<file path="src/rtl/fetch_stage_if.sv">
`default_nettype none
// =============================================================================
// Module      : fetch_stage_if
// Description : Instruction-memory, pipeline-control and D-register bundle
//               for the fetch stage.
// Revision    : 1.0
// =============================================================================
interface fetch_stage_if;
    logic [63:0] iaddr;
    logic [79:0] instr;
    logic        i_ok;
    logic        stall;
    logic        bubble;
    logic        redirect;
    logic [63:0] redirect_pc;
    logic [3:0]  D_icode;
    logic [3:0]  D_ifun;
    logic [3:0]  D_rA;
    logic [3:0]  D_rB;
    logic [63:0] D_valC;
    logic [63:0] D_valP;
    logic [2:0]  D_stat;
    logic        D_valid;

    modport master (
        output iaddr, D_icode, D_ifun, D_rA, D_rB, D_valC, D_valP, D_stat, D_valid,
        input  instr, i_ok, stall, bubble, redirect, redirect_pc
    );

    modport slave (
        input  iaddr, D_icode, D_ifun, D_rA, D_rB, D_valC, D_valP, D_stat, D_valid,
        output instr, i_ok, stall, bubble, redirect, redirect_pc
    );
endinterface
`default_nettype wire

</file>
<file path="src/rtl/fetch_stage.sv">
`default_nettype none
// =============================================================================
// Module      : fetch_stage
// Description : Y86-64 fetch stage: PC register, instruction decode, next-PC
//               prediction and the pipeline D register.
// Revision    : 1.0
// =============================================================================
module fetch_stage #(
    parameter logic [63:0] RESET_PC = 64'h0
) (
    input  wire logic      clock,
    input  wire logic      reset,
    fetch_stage_if.master  fif
);

    localparam logic [2:0] c_STAT_AOK = 3'd1;
    localparam logic [2:0] c_STAT_HLT = 3'd2;
    localparam logic [2:0] c_STAT_ADR = 3'd3;
    localparam logic [2:0] c_STAT_INS = 3'd4;

    typedef enum logic [1:0] {
        S_RUN      = 2'd0,
        S_RET_WAIT = 2'd1,
        S_HALTED   = 2'd2
    } state_t;

    state_t      r_state;
    logic [63:0] r_pc;

    logic [3:0]  r_d_icode, r_d_ifun, r_d_ra, r_d_rb;
    logic [63:0] r_d_valc, r_d_valp;
    logic [2:0]  r_d_stat;
    logic        r_d_valid;

    logic [7:0]  w_byte0, w_byte1;
    logic [3:0]  w_icode, w_ifun, w_ra, w_rb, w_len;
    logic [63:0] w_valc, w_valp, w_next_pc;
    logic [2:0]  w_stat;
    logic        w_load_bubble;

    // Next-D value: either the freshly decoded instruction or the nop bubble.
    logic [3:0]  w_d_icode, w_d_ifun, w_d_ra, w_d_rb;
    logic [63:0] w_d_valc, w_d_valp;
    logic [2:0]  w_d_stat;
    logic        w_d_valid;

    always_comb begin
        w_byte0 = fif.instr[7:0];
        w_byte1 = fif.instr[15:8];
        w_icode = w_byte0[7:4];
        w_ifun  = w_byte0[3:0];
        w_ra    = 4'hF;
        w_rb    = 4'hF;
        w_valc  = 64'h0;
        w_len   = 4'd1;
        case (w_icode)
            4'h2, 4'h6, 4'hA, 4'hB: begin
                w_ra  = w_byte1[7:4];
                w_rb  = w_byte1[3:0];
                w_len = 4'd2;
            end
            4'h3, 4'h4, 4'h5: begin
                w_ra   = w_byte1[7:4];
                w_rb   = w_byte1[3:0];
                w_valc = fif.instr[79:16];
                w_len  = 4'd10;
            end
            4'h7, 4'h8: begin
                w_valc = fif.instr[71:8];
                w_len  = 4'd9;
            end
            default: w_len = 4'd1;
        endcase

        w_valp = r_pc + {60'h0, w_len};

        if (!fif.i_ok)
            w_stat = c_STAT_ADR;
        else if (w_icode > 4'hB)
            w_stat = c_STAT_INS;
        else if (w_icode == 4'h0)
            w_stat = c_STAT_HLT;
        else
            w_stat = c_STAT_AOK;

        // Jumps and calls are predicted taken.
        w_next_pc = ((w_icode == 4'h7) || (w_icode == 4'h8)) ? w_valc : w_valp;

        w_load_bubble = fif.redirect || fif.bubble || (r_state != S_RUN);
        if (w_load_bubble) begin
            w_d_icode = 4'h1;
            w_d_ifun  = 4'h0;
            w_d_ra    = 4'hF;
            w_d_rb    = 4'hF;
            w_d_valc  = 64'h0;
            w_d_valp  = 64'h0;
            w_d_stat  = c_STAT_AOK;
            w_d_valid = 1'b0;
        end else begin
            w_d_icode = w_icode;
            w_d_ifun  = w_ifun;
            w_d_ra    = w_ra;
            w_d_rb    = w_rb;
            w_d_valc  = w_valc;
            w_d_valp  = w_valp;
            w_d_stat  = w_stat;
            w_d_valid = 1'b1;
        end
    end

    always_ff @(posedge clock) begin
        if (reset) begin
            r_pc      <= RESET_PC;
            r_state   <= S_RUN;
            r_d_icode <= 4'h1;
            r_d_ifun  <= 4'h0;
            r_d_ra    <= 4'hF;
            r_d_rb    <= 4'hF;
            r_d_valc  <= 64'h0;
            r_d_valp  <= 64'h0;
            r_d_stat  <= c_STAT_AOK;
            r_d_valid <= 1'b0;
        end else if (fif.redirect || !fif.stall) begin
            r_d_icode <= w_d_icode;
            r_d_ifun  <= w_d_ifun;
            r_d_ra    <= w_d_ra;
            r_d_rb    <= w_d_rb;
            r_d_valc  <= w_d_valc;
            r_d_valp  <= w_d_valp;
            r_d_stat  <= w_d_stat;
            r_d_valid <= w_d_valid;
            if (fif.redirect) begin
                r_pc    <= fif.redirect_pc;
                r_state <= S_RUN;
            end else if (r_state == S_RUN) begin
                // PC/state follow the fetched instruction even when D is bubbled.
                if (w_stat != c_STAT_AOK)
                    r_state <= S_HALTED;
                else if (w_icode == 4'h9)
                    r_state <= S_RET_WAIT;
                else
                    r_pc <= w_next_pc;
            end
        end
    end

    assign fif.iaddr   = r_pc;
    assign fif.D_icode = r_d_icode;
    assign fif.D_ifun  = r_d_ifun;
    assign fif.D_rA    = r_d_ra;
    assign fif.D_rB    = r_d_rb;
    assign fif.D_valC  = r_d_valc;
    assign fif.D_valP  = r_d_valp;
    assign fif.D_stat  = r_d_stat;
    assign fif.D_valid = r_d_valid;

endmodule
`default_nettype wire

</file>
<file path="src/flat_wrapper.sv">
// flat-port wrapper written by rule: the top's interface ports become plain ports
module fetch_stage_flat 
#(
    parameter logic [63:0] RESET_PC = 64'h0
)
  (clock, reset, fif_iaddr, fif_D_icode, fif_D_ifun, fif_D_rA, fif_D_rB, fif_D_valC, fif_D_valP, fif_D_stat, fif_D_valid, fif_instr, fif_i_ok, fif_stall, fif_bubble, fif_redirect, fif_redirect_pc);
  fetch_stage_if fif_i ();
  input  wire logic clock;
  input  wire logic reset;
  output wire logic [$bits(fif_i.iaddr)-1:0] fif_iaddr;
  output wire logic [$bits(fif_i.D_icode)-1:0] fif_D_icode;
  output wire logic [$bits(fif_i.D_ifun)-1:0] fif_D_ifun;
  output wire logic [$bits(fif_i.D_rA)-1:0] fif_D_rA;
  output wire logic [$bits(fif_i.D_rB)-1:0] fif_D_rB;
  output wire logic [$bits(fif_i.D_valC)-1:0] fif_D_valC;
  output wire logic [$bits(fif_i.D_valP)-1:0] fif_D_valP;
  output wire logic [$bits(fif_i.D_stat)-1:0] fif_D_stat;
  output wire logic [$bits(fif_i.D_valid)-1:0] fif_D_valid;
  input wire logic [$bits(fif_i.instr)-1:0] fif_instr;
  input wire logic [$bits(fif_i.i_ok)-1:0] fif_i_ok;
  input wire logic [$bits(fif_i.stall)-1:0] fif_stall;
  input wire logic [$bits(fif_i.bubble)-1:0] fif_bubble;
  input wire logic [$bits(fif_i.redirect)-1:0] fif_redirect;
  input wire logic [$bits(fif_i.redirect_pc)-1:0] fif_redirect_pc;
  assign fif_iaddr = fif_i.iaddr;
  assign fif_D_icode = fif_i.D_icode;
  assign fif_D_ifun = fif_i.D_ifun;
  assign fif_D_rA = fif_i.D_rA;
  assign fif_D_rB = fif_i.D_rB;
  assign fif_D_valC = fif_i.D_valC;
  assign fif_D_valP = fif_i.D_valP;
  assign fif_D_stat = fif_i.D_stat;
  assign fif_D_valid = fif_i.D_valid;
  assign fif_i.instr = fif_instr;
  assign fif_i.i_ok = fif_i_ok;
  assign fif_i.stall = fif_stall;
  assign fif_i.bubble = fif_bubble;
  assign fif_i.redirect = fif_redirect;
  assign fif_i.redirect_pc = fif_redirect_pc;
  fetch_stage #(.RESET_PC(RESET_PC)) u_core (.clock(clock), .reset(reset), .fif(fif_i));
endmodule
</file>
<file path="config.mk">
export PLATFORM = sky130hd
export DESIGN_NAME = fetch_stage_flat
export DESIGN_NICKNAME = d
export VERILOG_FILES = /design/src/rtl/fetch_stage_if.sv /design/src/rtl/fetch_stage.sv /design/src/flat_wrapper.sv
export SDC_FILE = /design/constraint.sdc
export NUM_CORES = 1
export LEC_CHECK = 0
export ABC_AREA = 1
export BUFFER_PORTS_ARGS = -buffer_cell sky130_fd_sc_hd__buf_2
export CAP_MARGIN = 20
export CORE_UTILIZATION = 57
export DETAILED_ROUTE_END_ITERATION = 7
export PLACE_DENSITY = 0.87
export SKIP_CTS_REPAIR_TIMING = 1
export SYNTH_ARGS = -nofsm -noshare
export SYNTH_HDL_FRONTEND = slang
export SYNTH_SLANG_ARGS = --single-unit
</file>
<file path="constraint.sdc">
create_clock -name clock -period 4.4 [get_ports clock]
set_clock_uncertainty 0.15 [all_clocks]
set_input_delay 0.44 -clock clock [delete_from_list [all_inputs] [get_ports clock]]
set_output_delay 0.44 -clock clock [all_outputs]
set_load 0.005 [all_outputs]
</file>
# [Word level (Yosys, flattened, before mapping)]
# Cells that the tools add are included.
[totals] ff_bits=214 latchBits=0 mem_bits_rw=0 rom_bits=0 in_bits=150 output_inout_bits=212 word_cells=65 n_memories=0
[classes] addsub=1 n_mul=0 div=0 n_lt_le_gt_ge=1 n_eq_ne=13 shift=0 muxes=24 bitwise=0 reduce_logical=16
[op_table] operator="two-way mux 64 bit" count=7
[op_table] operator="case mux 64 bit (2 select lines)" count=1
[op_table] operator="adder 64 x 4 -> 64 bit" count=1
[op_table] operator="two-way mux 4 bit" count=6
[op_table] operator="== test 4 x 3 -> 1 bit (second input constant)" count=4
[op_table] operator="== test 4 bit (second input constant)" count=4
[op_table] operator="case mux 4 bit (3 select lines)" count=1
[op_table] operator="two-way mux 2 bit" count=5
[op_table] operator="two-way mux 3 bit" count=3
[op_table] operator="== test 4 x 2 -> 1 bit (second input constant)" count=2
[op_table] operator="OR reduction 7 bit" count=1
[op_table] operator="> comparator 4 bit (second input constant)" count=1
[op_table] operator="logical NOT 4 bit" count=1
[op_table] operator="logical OR 1 bit" count=4
[op_table] operator="inequality test 2 bit (second input constant)" count=2
[op_table] operator="AND reduction 4 bit" count=1
[op_table] operator="nonzero test 2 bit" count=2
[op_table] operator="OR reduction 4 bit" count=1
[op_table] operator="inequality test 3 x 1 -> 1 bit (second input constant)" count=1
[op_table] operator="AND reduction 3 bit" count=1
[op_table] operator="nonzero test 3 bit" count=1
[op_table] operator="OR reduction 3 bit" count=1
[op_table] operator="logical NOT 2 bit" count=1
[op_table] operator="OR reduction 2 bit" count=1
[op_table] operator="other kinds (2)" count=2

# [Logic depth before layout (Yosys ltp)]
# Gate-level depths: netlist of run 1.
[logic_depth] depth_word=9 depth_mapped=21 depth_no_buf=19

# [Least setup slack after synthesis of run 1]
# No wires, ideal clock.
[synth_path] path_type="input to register" from="in fif_instr[4]" to="reg u_core.r_pc[38], in the netlist u_core.fif.iaddr[38]" setup_time_ns=0.128 t_arrival_ns=2.684 required_time_ns=4.122 setup_slack_ns=1.439 cell_stages=18 path_buffers=2 path_cell_list="nand2_1 > inv_1 > nand2_1 > o21ai_2 > buf_4 > inv_1 > clkbuf_1 > nand2_1 > ha_1 > nand3_1 > nand2_1 > nand2_1 > nor2_2 > nand2_1 > o21ai_0 > nand3_1 > a21oi_1 > nor2_1"
[synth_via] elab_chain_cells=9 word_cells_on_any_way=31 classes_between="add/sub (1); order compare (1); eq/ne (13); mux (10); reduce/logical (6)"
[synth_lines] item="start, declared" line_no="flat_wrapper.sv:19" text="input wire logic [$bits(fif_i.instr)-1:0] fif_instr;"
[synth_lines] item="== test 4 x 2 -> 1 bit (tied with other cells)" line_no="fetch_stage.sv:56" text="case (w_icode)"
[synth_lines] item="OR reduction 4 bit (tied with other cells)" line_no="fetch_stage.sv:56"
[synth_lines] item="case mux 4 bit (3 select lines)" line_no="fetch_stage.sv:56"
[synth_lines] item="adder 64 x 4 -> 64 bit" line_no="fetch_stage.sv:75" text="w_valp = r_pc + {60'h0, w_len};"
[synth_lines] item="two-way mux 64 bit" line_no="fetch_stage.sv:87" text="w_next_pc = ((w_icode == 4'h7) || (w_icode == 4'h8)) ? w_valc : w_valp;"
[synth_lines] item="two-way mux 64 bit" line_no="fetch_stage.sv:139" text="else if (w_icode == 4'h9)"
[synth_lines] item="two-way mux 64 bit" line_no="fetch_stage.sv:137" text="if (w_stat != c_STAT_AOK)"
[synth_lines] item="two-way mux 64 bit" line_no="fetch_stage.sv:135" text="end else if (r_state == S_RUN) begin"
[synth_lines] item="two-way mux 64 bit" line_no="fetch_stage.sv:132" text="if (fif.redirect) begin"
[synth_lines] item="end signal, assigned" line_no="fetch_stage.sv:133" text="r_pc <= fif.redirect_pc;"
[synth_lines] item="end signal, assigned" line_no="fetch_stage.sv:142" text="r_pc <= w_next_pc;"
[synth_lines] item="end, declared" line_no="fetch_stage.sv:28" text="logic [63:0] r_pc;"
# Parallel ways exist; a longest one is shown, timed or not. The select of a mux whose other input is x is not followed.
# A chain may end at the register's enable or synchronous reset.

# [Worst setup path after layout of run 1]
[layout_path] from="in fif_instr[5]" to="reg u_core.r_pc[34], in the netlist u_core.fif.iaddr[34]"
# The elaborated chain is that of the path after synthesis.

==> impl_metrics.yaml, run 1 <==
synthesis:
  avgSynthCellArea_sq_um: 5.99
  synth_xor_xnor_area_share_pct: 1.63
  synth.most_common_cell: "nand2_1"
  number_of_enable_type_register_cells_in_the_synthesized_netlist: 0
  post_synth_and_or_nand_nor_area_fraction_pct: 37.1
  seq_cells_post_synth: 214
  share_of_the_synthesized_area_in_compound_gates_ao_oa_aoi_oai_pct: 14.9
  mappedNetlistNets: 2212
  synth_top_area_cell: "dfxtp_1"
  synthesized_area_fraction_occupied_by_adder_cells_pct: 0.467
  synthesis.area_sq_um: 12300
  yosysWarnings: 0
  synth_top_family_by_area: "simple AND/OR/NAND/NOR gates"
  synth_async_sr_flop_share_pct: 0
  synthMuxAreaShare_pct: 0
  synth.lib_cells_used.distinct: 37
  post_synth_most_frequent_cells: "718 x nand2_1, 243 x inv_1, 214 x dfxtp_1, 189 x a21oi_1, 184 x nor2_1"
  synth_top_area_share_pct: 34.7
  synth-seq-area-share_pct: 34.7
  yosys_most_used_dff: "dfxtp_1"
  syn-instance-count: 2058
  yosys-top-cells-area: "dfxtp_1 35%, nand2_1 22%, a21oi_1 7.7%"
setup_path:
  rr_endpoint: "u_core.fif.iaddr[44]"
  ff2ff_setup_slack_ns: 1.63
  critical_path_required_ns: 4.64
  arrival_ns: 3.32
  crit-reg2reg-launch: "u_core.fif.iaddr[0]"
  cp-end-kind: "flip-flop"
  worstPathMaxFanout: 6
  crit_path_start_kind: "input pin"
  worst-r2r-cell-count: 13
  crit_type: "input pin to flip-flop"
hold_path:
  min_path_type: "input pin to flip-flop"
  whs_endpoint: "u_core.fif.D_rA[3]"
  min_path_cells: 3
  hold_path_startpoint: "fif_instr[15]"
floorplanning:
  design.core.area_sq_um: 21100
  fp-row-count: 53
  die_x_um: 149
  floorplan.die.height_um: 149
  io_pins: 362
  fp.dieArea_sq_um: 22200
  initial_utilization_pct: 58.5
finish:
  finish.utilization_pct: 71.5
  multi_input_comb_area_sq_um: 6690
  layout.filler_cells: 1896
  regArea_sq_um: 4280
  syn2layout_area_growth_pct: 22.2
  drive_above_1_share_pct: 19.0
  nNetsFinal: 2514
  final_area_sq_um: 15100
  stdcell_count: 2656
timing:
  final_max_slew_viol_count: 0
  setup_slack_ns: 1.32
  finish_stage_setup_viols: 0
  totalNegativeSetupSlack_ns: 0
  total_count_of_hold_check_failures_in_the_final_report: 7
  setup_repair_after_global_routing_missed_its_margin: "false"
  worst-slew-pin-transition_ns: 1.04
  slew_headroom_pct: 30.8
  fmax_mhz: 325
  finalCriticalPeriod_ns: 3.08
  fin_crit_sh_pct: 70.0
  post_route_worst_hold_slack_ns: -0.00972
place:
  detailed_place.area_sq_um: 14200
  detailedPlacementHpwl_um: 37000
  io_buffers: 361
  routabilityCongestion: 1.04
  pre_cts_slack_ns: 0.867
  number_of_instances_in_the_placed_design: 2608
clocking:
  clock_tree.root_cell: "clkbuf_16"
  maximum_level_of_the_cts_h_tree: 1
  clkTransAtPathRegs_ns: 0.06
  tritoncts_clock_tree: "yes"
  numCtsBuffers: 24
  number_of_clock_sinks_seen_by_cts: 214
  cts_buffer_depth: 3
  insertion_delay_ns: 0.55
routing:
  dr.first_iter.drc_count: 1741
  drt_wl_total_um: 49800
  detail_route.vias_per_cell: 5.70
  drc_errors: 0
  routedWlPerCell_um: 18.8
  detailroute.via_count: 15100
  final_antenna_net_count: 0
  first_pass_iters: 6
global_route:
  first_global_vias: 13600
  globalRoute.totalOverflow: 0
  global_route_wire_length_before_repair_um: 74500
  grt_usage_pct: 43.6
  antenna_violations_before_repair: 5
  grt_start_max_net_pins: 100
run:
  max_cap_violations: 0
pwr:
  p_leak_nw: 7.43
  power_density_nw_per_um2: 334
  total_power_mw: 5.04
  vdd_drop_max_mv: 0.284
run_status:
  result_of_the_run: "complete, but fails checks"
  failed_checks: "hold timing"
[critical path, cell delays in order]
cell,delay [ns]
buf_2,0.15
nand2_1,0.13
inv_1,0.08
o22ai_1,0.38
inv_1,0.10
ha_1,0.26
fa_1,0.46
nand3_1,0.11
nand2_1,0.15
nand3_1,0.18
inv_1,0.06
nand2_1,0.23
inv_1,0.18
nand3_1,0.12
nand3_1,0.08
a21oi_1,0.16
nor2_1,0.05
[layer usage]
metal | up-vias | global-route usage, % | routed length, um
li1 | 7090 | - | -
met1 | 6918 | 58.2 | 19400
met2 | 988 | 65.4 | 21200
met3 | 139 | 13.0 | 7030
met4 | 4 | 17.7 | 2130
met5 | - | 0 | 26
[worst max path at each step]
stage / from / to
floorplan: fif_instr[4] / u_core.fif.iaddr[38]
global placement: fif_instr[5] / u_core.fif.iaddr[34]
detailed placement: fif_instr[5] / u_core.fif.iaddr[34]
CTS: fif_instr[5] / u_core.fif.iaddr[34]
global route: fif_instr[5] / u_core.fif.iaddr[34]
finish: fif_instr[5] / u_core.fif.iaddr[34]
[cell families after synthesis]
family,after synthesis
XOR/XNOR,23
adder cells (fa/ha/maj),4
AND/OR/NAND/NOR,1118
buffers and inverters,347
AO/OA/AOI/OAI,352
flip-flops,214
[flip-flops by register name (all words and copies together), names as in the netlist]
signal and flops:
u_core.fif.D_icode 4, u_core.fif.D_ifun 4, u_core.fif.D_rA 4, u_core.fif.D_rB 4, u_core.fif.D_stat 3, u_core.fif.D_valC 64
u_core.fif.D_valP 64, u_core.fif.D_valid 1, u_core.fif.iaddr 64, u_core.r_state 2
[power by group]
part           switching [mW]  leakage, nW  total (mW)  internal (mW)
sequential             0.0808         1.74        2.08           2.00
clock                   0.887        0.432        2.30           1.42
combinational           0.440         5.26       0.657          0.217
total                    1.41         7.43        5.04           3.63
[placed cells by master (no fill, tap or decap), types with 2 or more instances in the layout]
| master | netlist | routed |
|---|---|---|
| o21ai_0 | 127 | 127 |
| a2bb2oi_1 | 2 | 2 |
| nor3_1 | 6 | 6 |
| a31oi_1 | 8 | 8 |
| dfxtp_1 | 214 | 214 |
| bufinv_16 | 0 | 5 |
| nor2_4 | 2 | 3 |
| xor2_1 | 23 | 23 |
| buf_4 | 8 | 13 |
| ha_1 | 3 | 3 |
| nand3_1 | 152 | 152 |
| or2_1 | 4 | 4 |
| o211ai_1 | 3 | 3 |
| nand2_4 | 3 | 3 |
| clkbuf_1 | 63 | 4 |
| inv_1 | 243 | 243 |
| nor2_1 | 184 | 183 |
| a21oi_1 | 189 | 189 |
| or2_2 | 8 | 8 |
| o22ai_1 | 13 | 13 |
| o21ai_1 | 3 | 3 |
| clkinv_2 | 0 | 2 |
| clkbuf_8 | 0 | 5 |
| nand2_1 | 718 | 718 |
| clkinvlp_4 | 0 | 2 |
| clkinv_4 | 0 | 2 |
| clkbuf_16 | 0 | 25 |
| and2_1 | 2 | 2 |
| diode_2 | 0 | 3 |
| o21bai_1 | 3 | 3 |
| nor2_2 | 7 | 7 |
| nand2_2 | 8 | 8 |
| buf_2 | 24 | 360 |
| nand4_1 | 23 | 23 |
| inv_2 | 5 | 4 |
[layout make-up]
| type | count | area share [%] |
|---|---|---|
| inverters | 248 | 6.18 |
| clock inverters | 10 | 1.25 |
| flip-flops and latches | 214 | 28.4 |
| multi-input cells | 1497 | 44.4 |
| clock buffers | 34 | 4.71 |
| diodes | 3 | 0.0498 |
| well taps | 275 | 2.28 |
| repair buffers | 375 | 12.7 |
(Power assumes the default switching activity.)
==> run 2: changes to the inputs <==
--- a/config.mk
+++ b/config.mk
@@ -5,12 +5,12 @@
 export SDC_FILE = /design/constraint.sdc
 export NUM_CORES = 1
 export LEC_CHECK = 0
-export ABC_AREA = 1
+export ABC_AREA = 0
 export BUFFER_PORTS_ARGS = -buffer_cell sky130_fd_sc_hd__buf_2
 export CAP_MARGIN = 20
-export CORE_UTILIZATION = 57
+export CORE_UTILIZATION = 51
 export DETAILED_ROUTE_END_ITERATION = 7
-export PLACE_DENSITY = 0.87
+export PLACE_DENSITY = 0.81
 export SKIP_CTS_REPAIR_TIMING = 1
 export SYNTH_ARGS = -nofsm -noshare
 export SYNTH_HDL_FRONTEND = slang
==> constraint.sdc (replaced) <==
create_clock -name clock -period 3.2 [get_ports clock]
set_clock_uncertainty 0.15 [all_clocks]
set_input_delay 0.32 -clock clock [delete_from_list [all_inputs] [get_ports clock]]
set_output_delay 0.32 -clock clock [all_outputs]
set_load 0.005 [all_outputs]
==> run 2 against run 1 <==
Net effect: the flow still finishes with violations (hold timing); utilization shrank 2.2 points; flip-flop and latch count is the same; synthesized area shrank 15%; routed wire length shrank 12%; power grew 26%; clock-buffer cell count is the same; largest cell class unchanged; highest routed layer is now met4.
==> impl_metrics.yaml, run 2 <==
run_status:
  result_of_the_run: "complete, but fails checks"
  failed_checks: "hold timing"
routing:
  detailroute.via_count: 12300
  final_antenna_net_count: 0
  dr.first_iter.drc_count: 1464
  detail_route.vias_per_cell: 6.40
  drc_errors: 0
  drt_wl_total_um: 43700
  routedWlPerCell_um: 22.7
  first_pass_iters: 6
synthesis:
  yosys_most_used_dff: "dfxtp_1"
  mappedNetlistNets: 1438
  synth_top_area_cell: "dfxtp_1"
  synthesis.area_sq_um: 10400
  post_synth_most_frequent_cells: "214 x dfxtp_1, 186 x nor2_1, 120 x a22oi_1, 118 x nand2_1, 94 x o21ai_0"
  synth.most_common_cell: "dfxtp_1"
  yosys-top-cells-area: "dfxtp_1 41%, a22oi_1 8.6%, nor2_1 6.7%"
  synth-seq-area-share_pct: 41.0
  synth_top_area_share_pct: 41.0
  synth_async_sr_flop_share_pct: 0
  number_of_enable_type_register_cells_in_the_synthesized_netlist: 0
  seq_cells_post_synth: 214
  yosysWarnings: 0
  syn-instance-count: 1284
  synth.lib_cells_used.distinct: 73
  avgSynthCellArea_sq_um: 8.13
floorplanning:
  die_x_um: 145
  initial_utilization_pct: 52.8
  io_pins: 362
  design.core.area_sq_um: 19800
  fp.dieArea_sq_um: 21100
  fp-row-count: 51
  floorplan.die.height_um: 145
clocking:
  maximum_level_of_the_cts_h_tree: 1
  insertion_delay_ns: 0.53
  cts_buffer_depth: 3
  numCtsBuffers: 23
  clkTransAtPathRegs_ns: 0.06
  tritoncts_clock_tree: "yes"
  number_of_clock_sinks_seen_by_cts: 214
  clock_tree.root_cell: "clkbuf_16"
finish:
  syn2layout_area_growth_pct: 31.3
  highest_count_cells_in_the_layout_ignoring_fill_and_taps: "360 x buf_2, 214 x dfxtp_1, 184 x nor2_1, 120 x a22oi_1, 118 x nand2_1"
  final_common_cell: "buf_2"
  drive_above_1_share_pct: 29.5
  nNetsFinal: 1792
setup_path:
  worstPathMaxFanout: 9
  rr_endpoint: "u_core.fif.iaddr[54]"
  cp-end-kind: "flip-flop"
  crit_type: "flip-flop to flip-flop"
  ff2ff_setup_slack_ns: 0.37
  worst_path_largest_cell_delay_ns: 0.69
  arrival_ns: 3.12
  critPathSlowestCell: "or4_1"
  critical_path_required_ns: 3.49
  worst-r2r-cell-count: 6
  crit_path_cell_trace: "and4_1 > nand4_2 > or4_1 > or4_4 > a31o_1 > o22ai_2"
  crit-reg2reg-launch: "u_core.fif.iaddr[29]"
  crit_path_start_kind: "flip-flop"
global_route:
  globalRoute.totalOverflow: 0
  grt_usage_pct: 39.3
  first_global_vias: 11000
  grt_start_max_net_pins: 64
  antenna_violations_before_repair: 5
  global_route_wire_length_before_repair_um: 64700
hold_path:
  min_path_type: "input pin to flip-flop"
  min_path_cells: 3
  hold_path_startpoint: "fif_redirect_pc[16]"
  whs_endpoint: "u_core.fif.iaddr[16]"
place:
  detailedPlacementHpwl_um: 32000
  io_buffers: 361
  pre_cts_slack_ns: 0.0743
  routabilityCongestion: 0.955
pwr:
  p_leak_nw: 5.86
  total_power_mw: 6.35
  power_density_nw_per_um2: 463
  vdd_drop_max_mv: 0.364
timing:
  setup_repair_after_global_routing_missed_its_margin: "false"
  fin_crit_sh_pct: 88.4
  fmax_mhz: 354
  finalCriticalPeriod_ns: 2.83
  total_count_of_hold_check_failures_in_the_final_report: 22
  final_max_slew_viol_count: 0
  finish_stage_setup_viols: 0
  worst-slew-pin-transition_ns: 0.854
  slew_headroom_pct: 43.1
  setup_slack_ns: 0.373
  post_route_worst_hold_slack_ns: -0.0322
run:
  max_cap_violations: 0
## run 2: how the worst max path moves through the flow
stage,end,start
after floorplan,u_core.fif.iaddr[54],fif_instr[5]
after global placement,u_core.fif.iaddr[34],fif_instr[5]
after detailed placement,u_core.fif.iaddr[54],fif_instr[5]
after CTS,u_core.fif.iaddr[57],u_core.fif.iaddr[13]
after global routing,u_core.fif.iaddr[32],fif_redirect
final,u_core.fif.iaddr[54],u_core.fif.iaddr[29]
## run 2: critical path: cells and delay by family, from the launching register on
| family | cells | cell delay [ns] |
|---|---|---|
| AND/OR/NAND/NOR | 4 | 1.77 |
| AO/OA/AOI/OAI | 2 | 0.35 |
| flip-flops | 1 | 0.47 |
## run 2: cell families after synthesis
family | share of synthesized area [%]
mux | 1.28
simple gates | 20.6
compound gates | 27.4
fa+ha+maj | 0.551
flops | 41.0
buf+inv | 4.61
xor+xnor | 4.53
## run 2: metrics by stage
step,TNS [ns],std cells,utilization [%],instance area (sq um)
after global placement,0,1856,64.4,12700
after CTS,0,1896,68.1,13500
after global routing,0,1922,69.3,13700
after floorplan,-0.387,1284,-,10600
final,0,1923,69.3,13700
after detailed placement,0,1856,64.4,12700
## run 2: layout make-up
class,instances,area (sq um)
fill,1651,6070
multi-input combinational,948,5840
sequential,214,4280
timing repair buffer,438,2470
clock buffer,34,667
tap,265,332
clock inverter,6,62.6
inverter,13,48.8
antenna,5,12.5
## run 2: layer usage
layer | vias up | share of wire (%) | GRT usage, %
li1 | 5454 | - | -
met1 | 5757 | 39 | 52.1
met2 | 947 | 45 | 62.2
met3 | 142 | 12 | 8.81
met4 | 0 | 3.9 | 14.9
met5 | - | 0 | 0
## run 2: report_power, final
part / internal [mW] / switching [mW]
logic: 0.340 / 0.514
clock network: 1.52 / 1.13
registers: 2.74 / 0.110
total: 4.60 / 1.75
==> run 3: changes to the inputs <==
--- a/config.mk
+++ b/config.mk
@@ -5,13 +5,12 @@
 export SDC_FILE = /design/constraint.sdc
 export NUM_CORES = 1
 export LEC_CHECK = 0
-export ABC_AREA = 0
+export ABC_AREA = 1
 export BUFFER_PORTS_ARGS = -buffer_cell sky130_fd_sc_hd__buf_2
 export CAP_MARGIN = 20
-export CORE_UTILIZATION = 51
+export CORE_UTILIZATION = 53
 export DETAILED_ROUTE_END_ITERATION = 7
-export PLACE_DENSITY = 0.81
-export SKIP_CTS_REPAIR_TIMING = 1
+export PLACE_DENSITY = 0.82
 export SYNTH_ARGS = -nofsm -noshare
 export SYNTH_HDL_FRONTEND = slang
 export SYNTH_SLANG_ARGS = --single-unit
==> run 3 against run 2 <==
Net effect: the flow now finishes without violations; global-route usage up 4.2 points; sequential power about the same; combinational power up 16%; cell count up 42%; clock power up 23%; final area up 15%.
==> impl_metrics.yaml, run 3 (same netlist as run 1, synthesis figures left out) <==
run_status:
  result_of_the_run: "completed"
timing:
  finalCriticalPeriod_ns: 2.99
  totalNegativeSetupSlack_ns: 0
  slew_headroom_pct: 44.6
  total_count_of_hold_check_failures_in_the_final_report: 0
  setup_slack_ns: 0.205
  final_max_slew_viol_count: 0
  fmax_mhz: 334
  setup_repair_after_global_routing_missed_its_margin: "false"
  finish_stage_setup_viols: 0
  post_route_worst_hold_slack_ns: 0.0171
  fin_crit_sh_pct: 93.6
  worst-slew-pin-transition_ns: 0.831
setup_path:
  critPathLaunch: "fif_instr[5]"
  crit-reg2reg-launch: "u_core.fif.iaddr[16]"
  arrival_ns: 3.31
  critical_path_required_ns: 3.51
  crit_path_start_kind: "input pin"
  cp-end-kind: "flip-flop"
  crit_type: "input pin to flip-flop"
  worstPathMaxFanout: 9
clocking:
  insertion_delay_ns: 0.55
  number_of_clock_sinks_seen_by_cts: 214
  numCtsBuffers: 25
  tritoncts_clock_tree: "yes"
  maximum_level_of_the_cts_h_tree: 1
  postCtsSetupBuffers: 0
  clock_tree.root_cell: "clkbuf_16"
  cts_buffer_depth: 3
  clkTransAtPathRegs_ns: 0.06
place:
  number_of_instances_in_the_placed_design: 2629
  io_buffers: 361
  detailed_place.area_sq_um: 14300
  pre_cts_slack_ns: 0.102
  detailedPlacementHpwl_um: 39100
  routabilityCongestion: 1.05
floorplanning:
  design.core.area_sq_um: 22700
  initial_utilization_pct: 54.3
  fp-row-count: 55
  io_pins: 362
  floorplan.die.height_um: 155
  die_x_um: 155
  fp.dieArea_sq_um: 23900
finish:
  layout.filler_cells: 2036
  stdcell_count: 2735
  final_area_sq_um: 15800
  final_common_cell: "nand2_1"
  finish.utilization_pct: 69.6
  drive_above_1_share_pct: 19.2
  nNetsFinal: 2581
  syn2layout_area_growth_pct: 28.1
  multi_input_comb_area_sq_um: 6700
  highest_count_cells_in_the_layout_ignoring_fill_and_taps: "715 x nand2_1, 360 x buf_2, 243 x inv_1, 214 x dfxtp_1, 189 x a21oi_1"
  regArea_sq_um: 4280
pwr:
  vdd_drop_max_mv: 0.459
  p_leak_nw: 7.74
  total_power_mw: 7.10
  power_density_nw_per_um2: 450
routing:
  drc_errors: 0
  final_antenna_net_count: 0
  dr.first_iter.drc_count: 2214
  drt_wl_total_um: 53800
  routedWlPerCell_um: 19.7
  first_pass_iters: 6
  detail_route.vias_per_cell: 5.73
  detailroute.via_count: 15700
hold_path:
  min_path_type: "input pin to flip-flop"
  hold_path_startpoint: "fif_instr[62]"
global_route:
  first_global_vias: 14000
  antenna_violations_before_repair: 7
  grt_usage_pct: 43.5
  grt_start_max_net_pins: 139
  global_route_wire_length_before_repair_um: 79700
  globalRoute.totalOverflow: 0
run:
  max_cap_violations: 0
[run 3: cell count changes in the layout (fill, tap and decap cells not counted), moves of 34 or more]
cell / previous run / this run
inv_1: 12 / 243
a22oi_1: 120 / 0
nand3_1: 23 / 152
a21oi_1: 58 / 189
nand2_1: 118 / 715
dlygate4sd3_1: 22 / 56
[run 3: layout make-up]
| class | count | share of cell area, % |
|---|---|---|
| Clock inverter | 16 | 1.66 |
| Sequential cell | 214 | 27.1 |
| Multi-Input combinational cell | 1497 | 42.4 |
| Antenna cell | 5 | 0.0792 |
| Inverter | 248 | 5.90 |
| Clock buffer | 29 | 4.18 |
| Tap cell | 285 | 2.26 |
| Timing Repair Buffer | 441 | 16.4 |
[run 3: critical path, cell delays in order]
cell	delay, ns
dlygate4sd3_1	0.53
buf_2	0.16
nand2_1	0.14
inv_1	0.07
nand2_1	0.10
o21ai_4	0.07
inv_1	0.07
nand2_1	0.06
ha_1	0.35
nand2_1	0.16
nor2_2	0.22
nand2_1	0.12
nand2_4	0.14
nand2_4	0.09
nor2_2	0.26
nand2_1	0.12
nand3_1	0.10
nand3_1	0.08
a21oi_1	0.13
[run 3: path summary, 6_finish.rpt]
| kind | to | slack (ns) | depth (start not counted) |
|---|---|---|---|
| setup / recovery | u_core.fif.iaddr[31] | 0.21 | 19 |
| hold / removal | u_core.fif.D_valC[54] | 0.02 | 5 |
| setup reg to reg | u_core.fif.iaddr[59] | 0.55 | 9 |
| hold reg to reg | u_core.fif.D_valP[39] | 0.31 | 2 |
[run 3: timing repair]
action | CTS | global route
endpoints found under the setup margin | 0 | 31
endpoints found under the hold margin | 57 | 0
hold buffers | 56 | 0
resized for setup | 0 | 7
[run 3: where the power goes]
part	total (mW)	leakage, nW	internal, mW	switching, mW
combinational	0.992	5.55	0.354	0.638
clock	3.25	0.449	1.98	1.27
sequential	2.86	1.74	2.74	0.115
total	7.10	7.74	5.08	2.02
[run 3: metal layers]
layer / GRT usage (%) / share of wire (%) / vias up
li1: - / - / 7231
met1: 59.9 / 40 / 7139
met2: 66.0 / 43 / 1117
met3: 11.0 / 13 / 179
met4: 15.1 / 4.2 / 4
met5: 0 / 0.043 / -
